### src/rtl/apb_irq_ctrl.sv
// APB slave that turns the IRQ arbiter's select/valid into a CPU interrupt and
// runs the ack handshake (ack pulse, then wait for the arbiter to drop its request).
module apb_irq_ctrl #(
  parameter int unsigned ACK_HOLD    = 4,
  parameter int unsigned ACK_TIMEOUT = 64
) (
  input  logic        i_clk,
  input  logic        i_rst,
  input  logic        i_psel,
  input  logic        i_penable,
  input  logic        i_pwrite,
  input  logic [7:0]  i_paddr,
  input  logic [31:0] i_pwdata,
  output logic [31:0] o_prdata,
  output logic        o_pready,
  output logic        o_pslverr,
  input  logic [31:0] i_irq_sel,
  input  logic        i_irq_en,
  output logic [31:0] o_irq_ack,
  output logic        o_cpu_irq
);

  localparam int unsigned TW = ($clog2(ACK_TIMEOUT + 1) > 8) ? $clog2(ACK_TIMEOUT + 1) : 8;

  typedef enum logic [1:0] {
    ST_IDLE     = 2'd0,
    ST_ASSERT   = 2'd1,
    ST_WAIT_CLR = 2'd2
  } state_e;

  function automatic logic is_onehot8(input logic [7:0] v);
    return (v != 8'd0) && ((v & (v - 8'd1)) == 8'd0);
  endfunction

  state_e         state_q, state_d;
  logic [TW-1:0]  tmr_q, tmr_d;
  logic [7:0]     src_mask_q, src_mask_d;
  logic           glb_en_q, glb_en_d;
  logic           ack_bit_q, ack_bit_d;
  logic [7:0]     ack_id_q, ack_id_d;
  logic           ack_err_q, ack_err_d;
  logic [15:0]    irq_cnt_q, irq_cnt_d;
  logic           irq_en_dly_q;
  logic           cpu_irq_q, cpu_irq_d;
  logic [31:0]    prdata_q, prdata_d;

  logic           apb_wr_s, rd_setup_s, ctrl_wr_s, ack_wr_s, cnt_wr_s;
  logic           ack_ok_s, timeout_s, irq_rise_s;
  logic [1:0]     state_code_s;
  logic [31:0]    rdata_s;
  logic           unused_s;

  assign apb_wr_s     = i_psel & i_penable & i_pwrite;
  assign rd_setup_s   = i_psel & ~i_penable & ~i_pwrite;
  assign ctrl_wr_s    = apb_wr_s & (i_paddr[3:2] == 2'd0);
  assign ack_wr_s     = apb_wr_s & (i_paddr[3:2] == 2'd2);
  assign cnt_wr_s     = apb_wr_s & (i_paddr[3:2] == 2'd3);
  assign ack_ok_s     = (state_q == ST_IDLE) & i_irq_en & is_onehot8(i_pwdata[7:0]) &
                        (i_pwdata[7:0] == i_irq_sel[7:0]);
  assign irq_rise_s   = i_irq_en & ~irq_en_dly_q;
  assign state_code_s = state_q;
  assign unused_s     = ^{i_paddr[7:4], i_paddr[1:0], i_pwdata[31:9], i_irq_sel[31:8]};

  assign o_pready  = 1'b1;
  assign o_pslverr = ack_wr_s & ~ack_ok_s;
  assign o_prdata  = prdata_q;
  assign o_irq_ack = {15'd0, src_mask_q, ack_bit_q, ack_id_q};
  assign o_cpu_irq = cpu_irq_q;

  // Handshake FSM: timer restarts on every state entry and bounds both ack hold and wait.
  always_comb begin
    state_d   = state_q;
    tmr_d     = tmr_q;
    ack_bit_d = ack_bit_q;
    ack_id_d  = ack_id_q;
    timeout_s = 1'b0;
    case (state_q)
      ST_IDLE: begin
        if (ack_wr_s && ack_ok_s) begin
          state_d   = ST_ASSERT;
          tmr_d     = '0;
          ack_bit_d = 1'b1;
          ack_id_d  = i_pwdata[7:0];
        end else begin
          tmr_d = '0;
        end
      end
      ST_ASSERT: begin
        if (tmr_q == TW'(ACK_HOLD - 1)) begin
          state_d   = ST_WAIT_CLR;
          tmr_d     = '0;
          ack_bit_d = 1'b0;
          ack_id_d  = 8'd0;
        end else begin
          tmr_d = tmr_q + TW'(1);
        end
      end
      ST_WAIT_CLR: begin
        if (!i_irq_en) begin
          state_d = ST_IDLE;
          tmr_d   = '0;
        end else if (tmr_q == TW'(ACK_TIMEOUT - 1)) begin
          state_d   = ST_IDLE;
          tmr_d     = '0;
          timeout_s = 1'b1;
        end else begin
          tmr_d = tmr_q + TW'(1);
        end
      end
      default: begin
        state_d   = ST_IDLE;
        tmr_d     = '0;
        ack_bit_d = 1'b0;
        ack_id_d  = 8'd0;
      end
    endcase
  end

  // Register file next-state, counter (clear beats increment) and read-data capture.
  always_comb begin
    src_mask_d = ctrl_wr_s ? i_pwdata[7:0] : src_mask_q;
    glb_en_d   = ctrl_wr_s ? i_pwdata[8] : glb_en_q;
    if (cnt_wr_s) begin
      ack_err_d = 1'b0;
    end else if (timeout_s) begin
      ack_err_d = 1'b1;
    end else begin
      ack_err_d = ack_err_q;
    end
    if (cnt_wr_s) begin
      irq_cnt_d = 16'd0;
    end else if (irq_rise_s && (irq_cnt_q != 16'hFFFF)) begin
      irq_cnt_d = irq_cnt_q + 16'd1;
    end else begin
      irq_cnt_d = irq_cnt_q;
    end
    cpu_irq_d = glb_en_q & i_irq_en & (|(i_irq_sel[7:0] & src_mask_q)) & (state_q == ST_IDLE);
    case (i_paddr[3:2])
      2'd0:    rdata_s = {23'd0, glb_en_q, src_mask_q};
      2'd1:    rdata_s = {20'd0, state_code_s, ack_err_q, i_irq_en, i_irq_sel[7:0]};
      2'd2:    rdata_s = 32'd0;
      2'd3:    rdata_s = {16'd0, irq_cnt_q};
      default: rdata_s = 32'd0;
    endcase
    prdata_d = rd_setup_s ? rdata_s : prdata_q;
  end

  // State and register storage.
  always_ff @(posedge i_clk or posedge i_rst) begin
    if (i_rst) begin
      state_q      <= ST_IDLE;
      tmr_q        <= '0;
      src_mask_q   <= 8'd0;
      glb_en_q     <= 1'b0;
      ack_bit_q    <= 1'b0;
      ack_id_q     <= 8'd0;
      ack_err_q    <= 1'b0;
      irq_cnt_q    <= 16'd0;
      irq_en_dly_q <= 1'b0;
      cpu_irq_q    <= 1'b0;
      prdata_q     <= 32'd0;
    end else begin
      state_q      <= state_d;
      tmr_q        <= tmr_d;
      src_mask_q   <= src_mask_d;
      glb_en_q     <= glb_en_d;
      ack_bit_q    <= ack_bit_d;
      ack_id_q     <= ack_id_d;
      ack_err_q    <= ack_err_d;
      irq_cnt_q    <= irq_cnt_d;
      irq_en_dly_q <= i_irq_en;
      cpu_irq_q    <= cpu_irq_d;
      prdata_q     <= prdata_d;
    end
  end

endmodule

### config.mk
export PLATFORM = sky130hd
export DESIGN_NAME = apb_irq_ctrl
export DESIGN_NICKNAME = d
export VERILOG_FILES = /design/src/rtl/apb_irq_ctrl.sv
export SDC_FILE = /design/constraint.sdc
export NUM_CORES = 1
export LEC_CHECK = 0
export BUFFER_PORTS_ARGS = -buffer_cell sky130_fd_sc_hd__buf_2
export CORE_UTILIZATION = 35
export CTS_CLUSTER_DIAMETER = 80
export DETAILED_ROUTE_END_ITERATION = 6
export MAX_ROUTING_LAYER = met4
export SLEW_MARGIN = 20
export SYNTH_ARGS = -nofsm -noshare
export SYNTH_HDL_FRONTEND = slang
export SYNTH_SLANG_ARGS = --single-unit
### constraint.sdc
create_clock -name i_clk -period 2.85 [get_ports i_clk]
set_input_delay 0 -clock i_clk [delete_from_list [all_inputs] [get_ports i_clk]]
set_output_delay 0 -clock i_clk [all_outputs]
set_load 0.01 [all_outputs]
==> flow_metrics.py, run 1 <==
metrics = {
    "run_status": {
        "outcome": "completed",
    },
    "clocking": {
        "cts_tree": "yes",
        "insertion_delay_ns": 0.34,
        "cts_resized": 0,
        "post_cts_buffers": 0,
        "cts_buffers": 9,
        "clk_pin_slew_ns": 0.07,
        "cts_sinks": 63,
        "cts_buffer_depth": 2,
        "cts_root_buf": "clkbuf_8",
        "cts-htree-levels": 3,
    },
    "yosys": {
        "netlist_top_cells_count": "dfrtp_1, nor2_1, nand2_1",
        "synth_edf_count": 0,
        "async_reset_ff_share_pct": 100.0,
        "synth_most_common_cell": "dfrtp_1",
        "synthTopCellsByArea": "dfrtp_1, buf_4, mux2i_1",
        "synth_cell_types": 50,
        "synth_warnings": 0,
        "avgSynthCellArea_um2": 9.623,
        "ys_ff_latch": 63,
        "synthFlopType": "dfrtp_1",
        "netlist_instances": 369,
        "ys_seq_area_share_pct": 44.40,
        "synth_top_area_cell": "dfrtp_1",
        "synth_area_um2": 3551,
        "synth.top_cell.area_share_pct": 44.40,
    },
    "worst_setup_path": {
        "cp-start-kind": "flop",
        "crit_slowest_cell": "dfrtp_1",
        "cp_slowest_stage_delay_ns": 0.42,
        "end_kind": "flop",
        "cp_max_fo": 7,
        "crit_required_ns": 3.08,
        "path_cells": "inv_1 -> ha_1 -> nand2_1 -> a211o_1 -> a2111oi_4 -> o211ai_4 -> a21oi_1 -> mux2_1",
        "worstPathArrival_ns": 2.59,
        "cp_num_buf_inv": 1,
        "cp_top_family": "compound AO/OA/AOI/OAI gates",
        "worstSetupPathType": "reg -> reg",
        "cp-startpoint": "state_code_s[0]",
        "timing.rr.start": "state_code_s[0]",
    },
    "timing": {
        "fin_hold_ws_ns": 0.03475,
        "hold_viol": 0,
        "relSlewSlack_pct": 34.70,
        "fin_setup_tns_ns": 0,
        "final.min_clock_period_ns": 2.361,
        "fmax_mhz": 423.6,
        "rsz0062_at_grt": "no",
        "setup_ws_ns": 0.4891,
        "setup_violations": 0,
        "drv_slew": 0,
        "fin_crit_sh_pct": 82.84,
        "clock_skew_ns": 0.006675,
        "tightest_slew_ns": 0.9780,
    },
    "placement": {
        "dp_slack_ns": 0.5155,
        "placed_cells": 550,
        "place_area_um2": 3837,
        "gp_routability_congestion": 0.7896,
        "dpl.hpwl_um": 5576,
        "port_buffers": 59,
    },
    "layout": {
        "drive_gt1_share_pct": 22.12,
        "multiInputGateArea_um2": 1709,
        "fin_cells": 576,
        "final-seq-area_um2": 1577,
        "fill_cells": 990,
        "syn_to_final_growth_pct": 16.77,
        "fin_nets": 521,
        "n_antenna_cell": 0,
        "design_area_um2": 4146,
    },
    "routing": {
        "vias": 2688,
        "drt_iter0_drc": 85,
        "routedWlPerCell_um": 13.22,
        "firstDrtPassIters": 4,
        "postRouteAntennaNets": 0,
        "drcViolationCount": 0,
        "via_per_inst": 4.667,
        "drt-total-wl_um": 7612,
    },
    "global_routing": {
        "grt_pass1_vias": 2606,
        "grt_use_total_pct": 16.14,
        "grt_pass1_wl_um": 12450,
        "antenna_found_initial": 0,
        "grt_max_degree": 47,
        "grt_overflow": 0,
    },
    "die": {
        "rows": 36,
        "coreArea_um2": 9819,
        "die_x_um": 102.7,
        "die_height_um": 102.7,
        "start_util_pct": 36.16,
        "num_io_pins": 145,
        "dieArea_um2": 10550,
    },
    "power_and_ir_drop": {
        "p_leak_nw": 1.944,
        "p_per_area_nw_per_um2": 546.7,
        "max-vdd-ir-drop_mv": 0.2505,
    },
    "min_path": {
        "hp-start": "i_pwdata[7]",
        "hold_path_class": "in -> reg",
    },
    "flow_run": {
        "cap_violations": 0,
    },
}
==> per-layer routing <==
metal	routed length (um)	GRT usage, %	vias to the layer above
li1	-	-	1334
met1	3678	21.18	1268
met5	0	-	-
met4	172	8.132	0
met3	291	2.644	13
met2	3469	24.05	73
==> sequential cells by signal, summed over array words and instances (netlist names) <==
| register | cells |
|---|---|
| o_cpu_irq | 1 |
| o_prdata | 16 |
| ack_err_q | 1 |
| state_code_s | 2 |
| src_mask_q | 8 |
| ack_id_q | 8 |
| tmr_q | 8 |
| irq_en_dly_q | 1 |
| glb_en_q | 1 |
| ack_bit_q | 1 |
| irq_cnt_q | 16 |
==> per-stage QoR <==
step | utilization (%) | power [mW]
final | 42.23 | 2.267
after global routing | 42.23 | 2.385
after CTS | 42.23 | 2.289
after detailed placement | 39.08 | 1.455
after global placement | 39.08 | 1.446
after floorplan | - | 1.341
==> worst paths after layout <==
path | end | cells after the start | slack (ns)
max | state_code_s[1] | 8 | 0.49
min | src_mask_q[7] | 2 | 0.03
max reg2reg | state_code_s[1] | 8 | 0.49
min reg2reg | o_prdata[8] | 2 | 0.47
max in group asynchronous | tmr_q[2] | 4 | 1.68
min in group asynchronous | o_prdata[12] | 3 | 0.44
==> area by class of cell <==
class / count / share of cell area, %
clock buffers: 13 / 4.074
clock inverters: 3 / 0.9656
inverters: 16 / 1.448
repair buffers: 73 / 10.26
flip-flops and latches: 63 / 38.02
multi-input cells: 275 / 41.22
well taps: 133 / 4.013
==> repair_timing <==
action,CTS,global route
endpoints found under the hold margin,58,0
hold buffers,10,0
setup endpoints to repair,0,0
==> power breakdown <==
| part | switching, mW | internal (mW) | total [mW] |
|---|---|---|---|
| sequential | 0.0909 | 0.983 | 1.07 |
| clock | 0.345 | 0.473 | 0.819 |
| combinational | 0.208 | 0.165 | 0.374 |
==> placed cells by master, fill, tap and decap left out, drive strengths merged, types with 6 or more instances in the layout <==
cell         count
dlygate4sd3     10
and3             6
o21ai           18
clkbuf          13
xnor2           19
nor3             7
mux2            10
mux2i           19
conb            32
inv             16
nand2           38
nor2            49
a21oi           15
nand3           11
dfrtp           63
buf             63
==> kinds of logic after synthesis <==
family                     count (synthesis)  share of synthesized area (%)
AOI/OAI and AO/OA                         52                          10.36
xor gates and xnor gates                  24                          5.920
adders and majority gates                  5                          1.762
buffers and inverters                     61                          10.64
DFF                                       63                          44.40
muxes                                     29                          8.527
other                                      2                         0.2115
and+or+nand+nor                          133                          18.18
==> worst reg2reg max path, cell delays in order (launching register included) <==
cell and delay (ns):
dfrtp_1 0.42, inv_1 0.10, ha_1 0.30, nand2_1 0.08, a211o_1 0.27, a2111oi_4 0.38, o211ai_4 0.17, a21oi_1 0.20
mux2_1 0.33
Power figures use the tool's default switching activity.
==> run 2, diff against run 1 <==
Settings changed: ABC_AREA set to 1.
Clock period 2.85 ns to 2.3 ns, I/O delays scaled along.
==> flow_metrics.py, run 2 <==
metrics = {
    "clocking": {
        "cts_buffer_depth": 2,
        "cts_resized": 0,
        "cts_root_buf": "clkbuf_8",
        "cts_sinks": 63,
        "post_cts_buffers": 0,
        "cts_tree": "yes",
        "clk_pin_slew_ns": 0.07,
        "cts-htree-levels": 3,
        "cts_hold_buf": 10,
        "insertion_delay_ns": 0.35,
        "cts_buffers": 9,
    },
    "global_routing": {
        "grt_overflow": 0,
        "grt_use_total_pct": 17.62,
        "grt_max_degree": 31,
        "grt_pass1_wl_um": 14720,
        "antenna_found_initial": 0,
        "grt_pass1_vias": 3074,
    },
    "yosys": {
        "netlist_instances": 460,
        "async_reset_ff_share_pct": 100.0,
        "synthTopCellsByArea": "dfrtp_1, nand2_1, buf_4",
        "synthFlopType": "dfrtp_1",
        "ys_ff_latch": 63,
        "synth_warnings": 0,
        "synth_edf_count": 0,
        "synth_area_um2": 3622,
        "synth_top_area_cell": "dfrtp_1",
        "synth.top_cell.area_share_pct": 43.52,
        "synth_cell_types": 34,
        "avgSynthCellArea_um2": 7.874,
        "ys_seq_area_share_pct": 43.52,
        "synth_most_common_cell": "nand2_1",
        "netlist_top_cells_count": "nand2_1, dfrtp_1, inv_1",
    },
    "layout": {
        "n_antenna_cell": 0,
        "layout_commonest_cell": "nand2_1",
        "fin_nets": 616,
        "drive_gt1_share_pct": 18.22,
        "fin_cells": 671,
        "finish.utilization_pct": 42.63,
        "layout_common_cells": "nand2_1, dfrtp_1, inv_1",
        "syn_to_final_growth_pct": 16.61,
    },
    "routing": {
        "wl_met2_um": 3970,
        "routedWlPerCell_um": 12.94,
        "wl_met1_um": 4071,
        "firstDrtPassIters": 4,
        "drt-total-wl_um": 8683,
        "vias": 3158,
        "postRouteAntennaNets": 0,
        "drt_iter0_drc": 112,
        "via_per_inst": 4.706,
        "drcViolationCount": 0,
        "top_layer_used": "met4",
        "met3_length_um": 456,
    },
    "power_and_ir_drop": {
        "intPower_mw": 2.226,
        "sw_frac_of_total_pct": 37.57,
        "p_per_area_nw_per_um2": 844.0,
        "combPwrFrac_pct": 32.9,
        "p_leak_nw": 2.180,
        "p_seq_share_pct": 42.5,
        "clock_power_share_pct": 24.5,
        "p_sw_mw": 1.339,
        "max-vdd-ir-drop_mv": 0.4770,
    },
    "placement": {
        "dp_slack_ns": 0.3099,
        "placed_cells": 645,
        "dpl.hpwl_um": 6500,
        "port_buffers": 59,
        "gp_routability_congestion": 0.9262,
    },
    "timing": {
        "hold_viol": 0,
        "fin_hold_ws_ns": 0.03165,
        "clock_skew_ns": 0.007154,
        "rsz0062_at_grt": "no",
        "tightest_slew_ns": 0.6549,
        "drv_slew": 0,
        "setup_violations": 0,
        "final.min_clock_period_ns": 2.003,
        "fmax_mhz": 499.3,
        "fin_setup_tns_ns": 0,
        "setup_ws_ns": 0.2972,
        "fin_crit_sh_pct": 87.08,
        "relSlewSlack_pct": 56.28,
    },
    "die": {
        "dieArea_um2": 10760,
        "rows": 36,
        "die_height_um": 103.7,
        "coreArea_um2": 9910,
        "num_io_pins": 145,
        "die_x_um": 103.7,
        "start_util_pct": 36.55,
    },
    "min_path": {
        "hold_path_class": "in -> reg",
    },
    "worst_setup_path": {
        "worstSetupPathType": "reg -> reg",
        "crit_required_ns": 2.54,
        "cp_max_fo": 13,
        "end_kind": "flop",
        "worstPathArrival_ns": 2.24,
        "cp-start-kind": "flop",
    },
    "flow_run": {
        "cap_violations": 0,
    },
    "run_status": {
        "outcome": "completed",
    },
}
[run 2: cell types whose count changed after synthesis, moves of 7 or more]
cell     before  now
nand3_1      11   32
o22a_1        1    8
inv_1        16   62
nand4_1       4   13
mux2i_1      19    0
xnor2_1      19    8
o22ai_1       0   13
o21ai_0      15   22
o21ai_1       3   13
nand2_1      38   85
[run 2: power groups by stage]
| stage | combinational [mW] | clock [mW] | sequential [mW] |
|---|---|---|---|
| final | 1.17 | 0.874 | 1.52 |
| after global routing | 1.34 | 0.940 | 1.55 |
| after CTS | 1.19 | 0.903 | 1.52 |
| after detailed placement | 1.17 | 0 | 1.53 |
| after global placement | 1.16 | 0 | 1.53 |
| after floorplan | 0.808 | 0 | 1.57 |
[run 2: final timing paths]
check	from	end	cells past startpoint	slack, ns
worst max register to register	state_code_s[1]	ack_id_q[0]	13	0.30
worst max-delay path	state_code_s[1]	ack_id_q[0]	13	0.30
min in group asynchronous	i_rst	ack_err_q	3	0.31
max in group asynchronous	i_rst	ack_id_q[0]	4	1.29
worst min-delay path	i_irq_sel[5]	o_prdata[5]	3	0.03
worst min register to register	tmr_q[0]	tmr_q[0]	1	0.47
[run 2: logic make-up after synthesis]
family | share of synthesized area (%)
compound gates | 11.64
buf+inv | 15.09
mux | 0.9326
flops | 43.52
xor+xnor | 3.143
simple gates | 23.73
other cells | 0.2073
fa+ha+maj | 1.727
[run 2: worst max-delay path, cell delays in order (launching register included)]
cell and delay, ns:
dfrtp_1 0.41, inv_1 0.12, ha_1 0.18, nand2_1 0.09, a21oi_1 0.12, nand2_1 0.06, nor2_1 0.09, nand2_1 0.06
nor2_1 0.13, nand3_1 0.10, nand2_2 0.22, nand2_2 0.18, nand2_1 0.09, nand2_1 0.05
[run 2: routing by layer]
layer	up-vias	GRT usage (%)
li1	1576	-
met1	1471	22.69
met2	96	27.04
met3	15	4.279
met4	0	6.224
met5	-	-
[run 2: final cells by class]
type | instances | area, um2
fill | 1031 | 5685
tap | 133 | 166.4
sequential | 63 | 1577
clock buffer | 13 | 158.9
inverter | 68 | 255.2
multi-input combinational | 317 | 1617
clock inverter | 3 | 17.52
timing repair buffer | 74 | 432.9
[run 2: through the flow]
step / total power, mW / cell area, um2
floorplan: 2.375 / 3735
global placement: 2.683 / 3948
detailed placement: 2.701 / 3948
CTS: 3.605 / 4224
global route: 3.834 / 4224
finish: 3.565 / 4224
==> run 3, diff against run 2 <==
Settings changed: CTS_BUF_LIST set to sky130_fd_sc_hd__clkbuf_2.
==> flow_metrics.py, run 3 (synthesis results as in run 2) <==
metrics = {
    "global_routing": {
        "grt_use_total_pct": 17.92,
        "antenna_found_initial": 0,
        "grt_overflow": 0,
        "grt_max_degree": 31,
        "grt_pass1_vias": 3136,
        "grt_pass1_wl_um": 15020,
    },
    "layout": {
        "design_area_um2": 4258,
        "finish.utilization_pct": 42.97,
        "fill_cells": 1027,
        "fin_cells": 684,
        "layout_commonest_cell": "nand2_1",
        "fin_nets": 629,
        "syn_to_final_growth_pct": 17.55,
        "n_antenna_cell": 0,
        "layout_common_cells": "nand2_1, dfrtp_1, inv_1",
        "drive_gt1_share_pct": 17.79,
    },
    "die": {
        "rows": 36,
        "die_height_um": 103.7,
        "start_util_pct": 36.55,
        "coreArea_um2": 9910,
        "die_x_um": 103.7,
        "num_io_pins": 145,
        "dieArea_um2": 10760,
    },
    "power_and_ir_drop": {
        "total_power_mw": 3.239,
        "p_leak_nw": 2.200,
        "p_per_area_nw_per_um2": 760.7,
        "max-vdd-ir-drop_mv": 0.4564,
    },
    "worst_setup_path": {
        "end_kind": "output pin",
        "crit_required_ns": 2.30,
        "crit_end": "o_pslverr",
        "cp-start-kind": "flop",
        "worstPathArrival_ns": 2.05,
        "cp-startpoint": "state_code_s[0]",
        "r2r_cells": 13,
        "r2r_slack_ns": 0.29,
        "worstSetupPathType": "reg -> out",
        "timing.rr.start": "state_code_s[0]",
        "timing.rr.end": "ack_id_q[0]",
        "cp_max_fo": 3,
    },
    "timing": {
        "clock_skew_ns": 0.01763,
        "drv_slew": 0,
        "setup_violations": 0,
        "hold_viol": 0,
        "final.min_clock_period_ns": 2.048,
        "fin_hold_ws_ns": 0.03967,
        "fmax_mhz": 488.3,
        "tightest_slew_ns": 0.6493,
        "fin_crit_sh_pct": 89.04,
        "rsz0062_at_grt": "no",
        "relSlewSlack_pct": 56.65,
        "setup_ws_ns": 0.2521,
        "fin_setup_tns_ns": 0,
    },
    "routing": {
        "drt-total-wl_um": 8880,
        "drcViolationCount": 0,
        "via_per_inst": 4.668,
        "vias": 3193,
        "firstDrtPassIters": 4,
        "drt_iter0_drc": 156,
        "routedWlPerCell_um": 12.98,
        "postRouteAntennaNets": 0,
    },
    "placement": {
        "dp_slack_ns": 0.3099,
        "placed_cells": 645,
        "gp_routability_congestion": 0.9262,
        "port_buffers": 59,
        "dpl.hpwl_um": 6500,
        "place_area_um2": 3948,
    },
    "clocking": {
        "clk_pin_slew_ns": 0.18,
        "cts_tree": "yes",
        "cts_buffers": 9,
        "cts-htree-levels": 3,
        "cts_buffer_depth": 2,
        "post_cts_buffers": 0,
        "cts_sinks": 63,
        "cts_root_buf": "clkbuf_2",
        "insertion_delay_ns": 0.49,
    },
    "flow_run": {
        "cap_violations": 0,
    },
    "min_path": {
        "hold_path_class": "in -> reg",
    },
    "run_status": {
        "outcome": "completed",
    },
}
[run 3: how the worst min path moves through the flow]
stage	from	endpoint	slack (ns)	cells after the start
final	i_irq_sel[7]	o_prdata[7]	0.04	4
after global routing	i_irq_sel[7]	o_prdata[7]	0.02	4
after CTS	i_irq_sel[7]	o_prdata[7]	0.02	4
after detailed placement	i_rst	o_prdata[8]	0.14	2
after global placement	i_rst	o_prdata[8]	0.14	2
after floorplan	i_irq_en	irq_en_dly_q	0.03	0
[run 3: repair_timing]
item / CTS / global route
hold buffers: 23 / 0
resized for setup: 0 / 0
endpoints found under the hold margin: 58 / 0
[run 3: cell type report]
cell class | instances | area [um2] | share of cell area, %
repair buffers | 87 | 563.0 | 13.22
well taps | 133 | 166.4 | 3.908
inverters | 68 | 255.2 | 5.995
flip-flops and latches | 63 | 1577 | 37.03
clock buffers | 11 | 55.05 | 1.293
clock inverters | 5 | 25.02 | 0.5877
multi-input cells | 317 | 1617 | 37.97
[run 3: worst max-delay path, stage by stage (launching register included)]
cell and delay, ns:
dfrtp_1 0.44, inv_1 0.11, ha_1 0.18, nand2_1 0.09, a21oi_1 0.12, nand2_1 0.06, nor2_1 0.09, nand2_1 0.05
nor2_1 0.13, a21boi_0 0.12, buf_2 0.16
[run 3: power breakdown]
| group | switching (mW) | internal [mW] | total [mW] |
|---|---|---|---|
| logic | 0.751 | 0.442 | 1.19 |
| registers | 0.166 | 1.35 | 1.51 |
| clock network | 0.393 | 0.141 | 0.533 |
| total | 1.31 | 1.93 | 3.24 |
[run 3: routing by layer]
layer  part of all wire, %  GRT usage, %  routed length [um]
met5                     0             -                   0
met4                   2.2         6.633                 194
met3                   4.6         4.468                 411
met2                    46         27.47                4100
met1                    47         22.93                4173
